===== src/rtl/kernel_bank.sv =====
// kernel_bank: double-buffered multi-kernel coefficient loader feeding a conv engine
// Ports: clk, reset (async, active-high); in_valid/in_ready/kernel_in coefficient stream;
//        clear aborts the shadow load; commit swaps shadow into active when load_done;
//        ch_sel picks the active kernel shown on out; out_valid once a bank is committed.
// Optional: define KERNEL_BANK_CHECKSUM_EN to add the checksum output (sum of the committed bank).
module kernel_bank #(
   parameter int BITS = 9,
   parameter int KERNEL_SIZE = 3,
   parameter int NUM_KERNELS = 4,
   localparam int KK = KERNEL_SIZE * KERNEL_SIZE,
   localparam int TOTAL = NUM_KERNELS * KK,
   localparam int CH_W = $clog2(NUM_KERNELS)
) (
   input  logic                 clk,
   input  logic                 reset,
   input  logic                 in_valid,
   output logic                 in_ready,
   input  logic [BITS-1:0]      kernel_in,
   input  logic                 clear,
   input  logic                 commit,
   input  logic [CH_W-1:0]      ch_sel,
   output logic                 load_done,
   output logic                 out_valid,
   output logic [KK*BITS-1:0]   out
`ifdef KERNEL_BANK_CHECKSUM_EN
   ,
   output logic [BITS+$clog2(TOTAL):0] checksum
`endif
);
   localparam int IDX_W = $clog2(TOTAL);
   typedef enum logic {LOAD, FULL} state_t;
   state_t state, state_next;
   logic [IDX_W-1:0] wr_idx, wr_slot;
   logic [BITS-1:0] shadow [TOTAL];
   logic [BITS-1:0] active [TOTAL];
   logic [KK*BITS-1:0] sel;
   logic accept, last, swap;
   always_ff @(posedge clk or posedge reset)
      if (reset) state <= LOAD;
      else state <= state_next;
   // each kernel is filled back to front: first arrival lands in slot KK-1, last in slot 0
   always_comb begin
      in_ready = state == LOAD && !reset;
      load_done = state == FULL;
      accept = in_valid && in_ready;
      last = wr_idx == IDX_W'(TOTAL - 1);
      swap = state == FULL && commit && !clear;
      state_next = clear ? LOAD : (accept && last) ? FULL : swap ? LOAD : state;
      wr_slot = IDX_W'((32'(wr_idx) / KK) * KK + KK - 1 - 32'(wr_idx) % KK);
   end
   // ch_sel values with no matching kernel leave sel at zero
   always_comb begin
      sel = '0;
      for (int k = 0; k < NUM_KERNELS; k++)
         for (int s = 0; s < KK; s++)
            if (ch_sel == CH_W'(k)) sel[s*BITS +: BITS] = active[k*KK + s];
   end
   always_ff @(posedge clk or posedge reset)
      if (reset) begin
         wr_idx <= '0;
         shadow <= '{default: '0};
         active <= '{default: '0};
         out_valid <= 1'b0;
         out <= '0;
      end else begin
         out <= sel;
         if (clear) wr_idx <= '0;
         else if (accept) begin
            shadow[wr_slot] <= kernel_in;
            wr_idx <= last ? '0 : wr_idx + 1'b1;
         end else if (swap) begin
            active <= shadow;
            out_valid <= 1'b1;
         end
      end
`ifdef KERNEL_BANK_CHECKSUM_EN
   localparam int CS_W = BITS + $clog2(TOTAL) + 1;
   logic [CS_W-1:0] sum;
   // wr_idx == 0 on an accept marks the first coefficient of a new load
   always_ff @(posedge clk or posedge reset)
      if (reset) begin
         sum <= '0;
         checksum <= '0;
      end else if (clear) sum <= '0;
      else if (accept) sum <= (wr_idx == '0 ? '0 : sum) + CS_W'(kernel_in);
      else if (swap) checksum <= sum;
`endif
endmodule


===== config.mk =====
export PLATFORM = sky130hd
export DESIGN_NAME = kernel_bank
export DESIGN_NICKNAME = d
export VERILOG_FILES = /design/src/rtl/kernel_bank.sv
export SDC_FILE = /design/constraint.sdc
export NUM_CORES = 1
export LEC_CHECK = 0
export ABC_CLOCK_PERIOD_IN_PS = 26800
export CAP_MARGIN = 40
export CORE_AREA = 2 2 238 240
export CTS_CLUSTER_SIZE = 25
export DETAILED_ROUTE_END_ITERATION = 8
export DIE_AREA = 0 0 240 242
export PLACE_DENSITY = 0.83
export SLEW_MARGIN = 20
export SYNTH_ARGS = -nofsm -noshare
export SYNTH_HDL_FRONTEND = slang
export SYNTH_SLANG_ARGS = --single-unit

===== constraint.sdc =====
create_clock -name clk -period 26.8 [get_ports clk]
set_input_delay 8.04 -clock clk [delete_from_list [all_inputs] [get_ports clk]]
set_output_delay 8.04 -clock clk [all_outputs]
set_load 0.05 [all_outputs]

==> impl_metrics.csv <==
group,metric,value,unit
timing,period_share,65.6,%
detailed_routing,dr.first_iter.drc_count,1204,
logic_synthesis,avgSynthCellArea,15.9,um^2
cts,cts_buffers,74,
global_route,antenna_found_initial,1,
timing,final-hold-violation-count,0,
cells_and_area,fill_cells,3883,
power,power.share.switching,21.8,%
logic_synthesis,yosys_warnings,0,
cells_and_area,multiInputGateArea,0.0114,mm^2
cts,clock_sinks,737,
worst_setup_path,worstSetupEndpointType,"primary output",
worst_hold_path,hp-class,"flop to flop",
cts,clk_path_buf_depth,3,
logic_synthesis,synth_enable_flop_cells,0,
logic_synthesis,post_synth_fa_ha_maj_area_fraction,0.997,%
die,core,0.0557,mm^2
placed_design,pre_cts_ws,9.22,ns
logic_synthesis,syn-instance-count,1915,
die,fp.dieArea,0.0581,mm^2
timing,final-setup-viol-count,0,
cts,clock_insertion_delay_worst_skew,0.63,ns
cells_and_area,final_std_cell_area_no_fill,0.0351,mm^2
logic_synthesis,top_cells_by_instance_count_after_synthesis,"737 x dfrtp_1, 495 x mux2_2, 84 x clkbuf_1, 81 x mux4_2, 78 x nand2_1",
worst_setup_path,worst-endpoint-required,18.76,ns
logic_synthesis,synthDominantCellAreaShare,60.8,%
logic_synthesis,synthSimpleGateAreaFrac,2.90,%
detailed_routing,avgViaCountPerCell,5.91,
die,io_pins,100,
power,power_report.internal_total,1.86,mW
logic_synthesis,synth_compound_gate_area_share,5.64,%
worst_setup_path,cp_max_fo,3,
cts,cts-root-buf,"clkbuf_16",
placed_design,numPortBuffers,99,
logic_synthesis,yosys-top-cells-area,"dfrtp_1 61%, mux2_2 18%, mux4_2 6.0%, mux2_1 2.7%, o32ai_4 1.9%",
worst_setup_path,crit_path_frequent_cell,"clkdlybuf4s50_1",
die,rows,87,
job,max_cap_viol_count,0,
placed_design,dp_hpwl,37800,um
global_route,first_global_vias,18200,
logic_synthesis,synth_area,0.0304,mm^2
worst_setup_path,path_class,"primary input to primary output",
timing,finClkSkew,0.0373,ns
cells_and_area,final_util,62.9,%
power,static-leakage-power,16.9,nW
power,p_sw,0.519,mW
power,pwr-share-comb,4.1,%
logic_synthesis,synth.mux.area_fraction,27.5,%
cts,tritoncts_clock_tree,"done",
timing,final_critical_path_setup_slack,9.23,ns
worst_setup_path,critical_path_buf_inv_count,2,
placed_design,placedInstanceArea,0.0323,mm^2
logic_synthesis,yosys.area.top_type,"dfrtp_1",
timing,maximum_clock_frequency,56.9,MHz
cts,post-cts-setup-buffers,0,
die,initial_utilization,54.5,%
logic_synthesis,synthFlopType,"dfrtp_1",
outcome,outcome,"finished, final reports clean",
logic_synthesis,synthesis.nets,1954,
logic_synthesis,synth_top_family_by_area,"multiplexers",
worst_setup_path,critical_path_cell_by_cell,"clkdlybuf4s50_1 -> nor2_1 -> clkdlybuf4s50_1",
die,die_y,242,um
worst_setup_path,gate_family_responsible_for_the_most_delay_along_the_worst_path,"buffers and inverters",
logic_synthesis,synth.yosys.seq_area_share,60.8,%
cts,postCtsResizedCells,0,
timing,grt_setup_unrepaired,"false",
timing,max_slew_margin,27.8,%
cells_and_area,layout.nets,2051,
detailed_routing,antenna_violating_nets_post_route,0,
global_route,grt_usage,22.7,%
power,ir_drop,0.0562,mV
placed_design,gp_congestion,0.881,
cts,h_tree_depth_reported_by_cts,3,
global_route,grt_first_pass_wirelength,103000,um
cells_and_area,layout-drive-gt1-share,38.3,%
power,powerDensity,68.0,mW/mm^2
detailed_routing,dr.pass1.iters,5,
detailed_routing,total_via_count_in_the_routed_design,16700,
cts,postCtsHoldBufs,0,
detailed_routing,final_routed_wire_length_divided_by_cell_count,22.6,um
timing,slew_viol_final,0,
cells_and_area,seq_area,0.0184,mm^2
logic_synthesis,synth_seq_cells,737,
cts,cts.clk_slew.worst_paths,0.06,ns
logic_synthesis,synth_cell_type_count,71,
global_route,largest_net_degree_at_the_start_of_global_routing,197,
logic_synthesis,async_flop_share,100,%
detailed_routing,dr_drc_count,0,
power,power.clock.fraction,47.0,%
worst_setup_path,data_arrival_time_at_the_worst_slack_endpoint,9.53,ns
global_route,global_route.overflow_total,0,
logic_synthesis,synthMostInstantiatedCell,"dfrtp_1",
worst_setup_path,crit_slowest_cell,"clkdlybuf4s50_1",
worst_setup_path,max_stage_delay,0.83,ns
timing,worst_pin_slew,1.08,ns
worst_setup_path,worst_setup_path_start_kind,"primary input",
cells_and_area,synthToLayoutAreaGrowth,15.5,%
logic_synthesis,synthXorXnorAreaFrac,0.400,%
die,die_w,240,um
timing,timing.setup.tns,0,ns
power,share_of_total_power_in_sequential_cells,48.9,%
detailed_routing,wirelength,63800,um
timing,final_period_minus_worst_setup_slack,17.57,ns
## flip-flops by register name, summed over array words and instances (netlist names)
name and flops:
active 324, shadow 324, out 81, wr_idx 6
load_done 1, out_valid 1
## placed cells by master (no fill, tap or decap), drive strengths merged, types with 3 or more instances in the layout
cell | synthesis | routed
xor2 | 4 | 4
bufinv | 0 | 11
nor2b | 3 | 3
ha | 21 | 21
inv | 12 | 14
nand3 | 41 | 41
nand2 | 78 | 78
xnor2 | 9 | 9
buf | 37 | 43
mux4 | 81 | 81
nor3 | 16 | 16
clkbuf | 84 | 108
o2111ai | 3 | 3
clkinv | 0 | 14
a31oi | 4 | 4
or3 | 7 | 7
a21oi | 10 | 10
o21ai | 36 | 36
o2bb2ai | 54 | 54
mux2 | 576 | 576
nor2 | 18 | 18
o41ai | 3 | 3
o21a | 3 | 3
dfrtp | 737 | 737
o32a | 5 | 5
o32ai | 21 | 21
o31ai | 3 | 3
and2 | 8 | 8
clkdlybuf4s50 | 0 | 97
nand2b | 4 | 4
a2bb2oi | 3 | 3
nand3b | 3 | 3
## path summary, 6_finish.rpt
check                                      start                 endpoint  slack (ns)  depth (start not counted)
max                                        reset                 in_ready        9.23                          3
min                        out_valid$_DFFE_PP0P_    out_valid$_DFFE_PP0P_        0.46                          1
max reg2reg                wr_idx[3]$_DFFE_PP0P_  shadow[245]$_DFFE_PP0P_       16.72                         33
min reg2reg                out_valid$_DFFE_PP0P_    out_valid$_DFFE_PP0P_        0.46                          1
max in group asynchronous                  reset  shadow[186]$_DFFE_PP0P_       16.89                          5
min in group asynchronous                  reset        out[31]$_DFF_PP0_        7.91                          3
## cells by family (layout without fill, tap and decap cells)
logic type | after synthesis | count (layout)
AOI/OAI and AO/OA | 164 | 164
xor gates and xnor gates | 13 | 13
adders and majority gates | 23 | 23
buffers and inverters | 133 | 289
DFF | 737 | 737
muxes | 658 | 658
other | 0 | 1
and+or+nand+nor | 187 | 187
## per-stage QoR
stage               total power, mW  hold slack [ns]  std cells
floorplan                      1.25            0.452       1915
global placement               1.27            0.449       2675
detailed placement             1.28            0.454       2688
CTS                            2.40            0.469       2823
global route                   2.46            0.486       2827
finish                         2.38            0.463       2828
## power by group through the flow
stage / combinational, mW / clock, mW / sequential, mW
floorplan: 0.0687 / 0 / 1.18
global placement: 0.0910 / 0 / 1.18
detailed placement: 0.0981 / 0 / 1.18
CTS: 0.0991 / 1.14 / 1.17
global route: 0.109 / 1.18 / 1.17
finish: 0.0982 / 1.12 / 1.17
## per-layer routing
layer	track usage (%)	share of wire (%)	vias up
met3	3.89	4.3	141
met4	9.28	3.3	0
met5	0	0	-
li1	-	-	7221
met1	30.3	42	8948
met2	37.1	50	417
## area by class of cell
cell class / instances / share of cell area [%]
Antenna cell: 1 / 0.00714
Clock inverter: 29 / 1.38
Sequential cell: 737 / 52.6
Multi-Input combinational cell: 1045 / 32.5
Inverter: 12 / 0.139
Tap cell: 756 / 2.70
Clock buffer: 106 / 6.26
Timing Repair Buffer: 142 / 4.40
(Power assumes the default switching activity.)
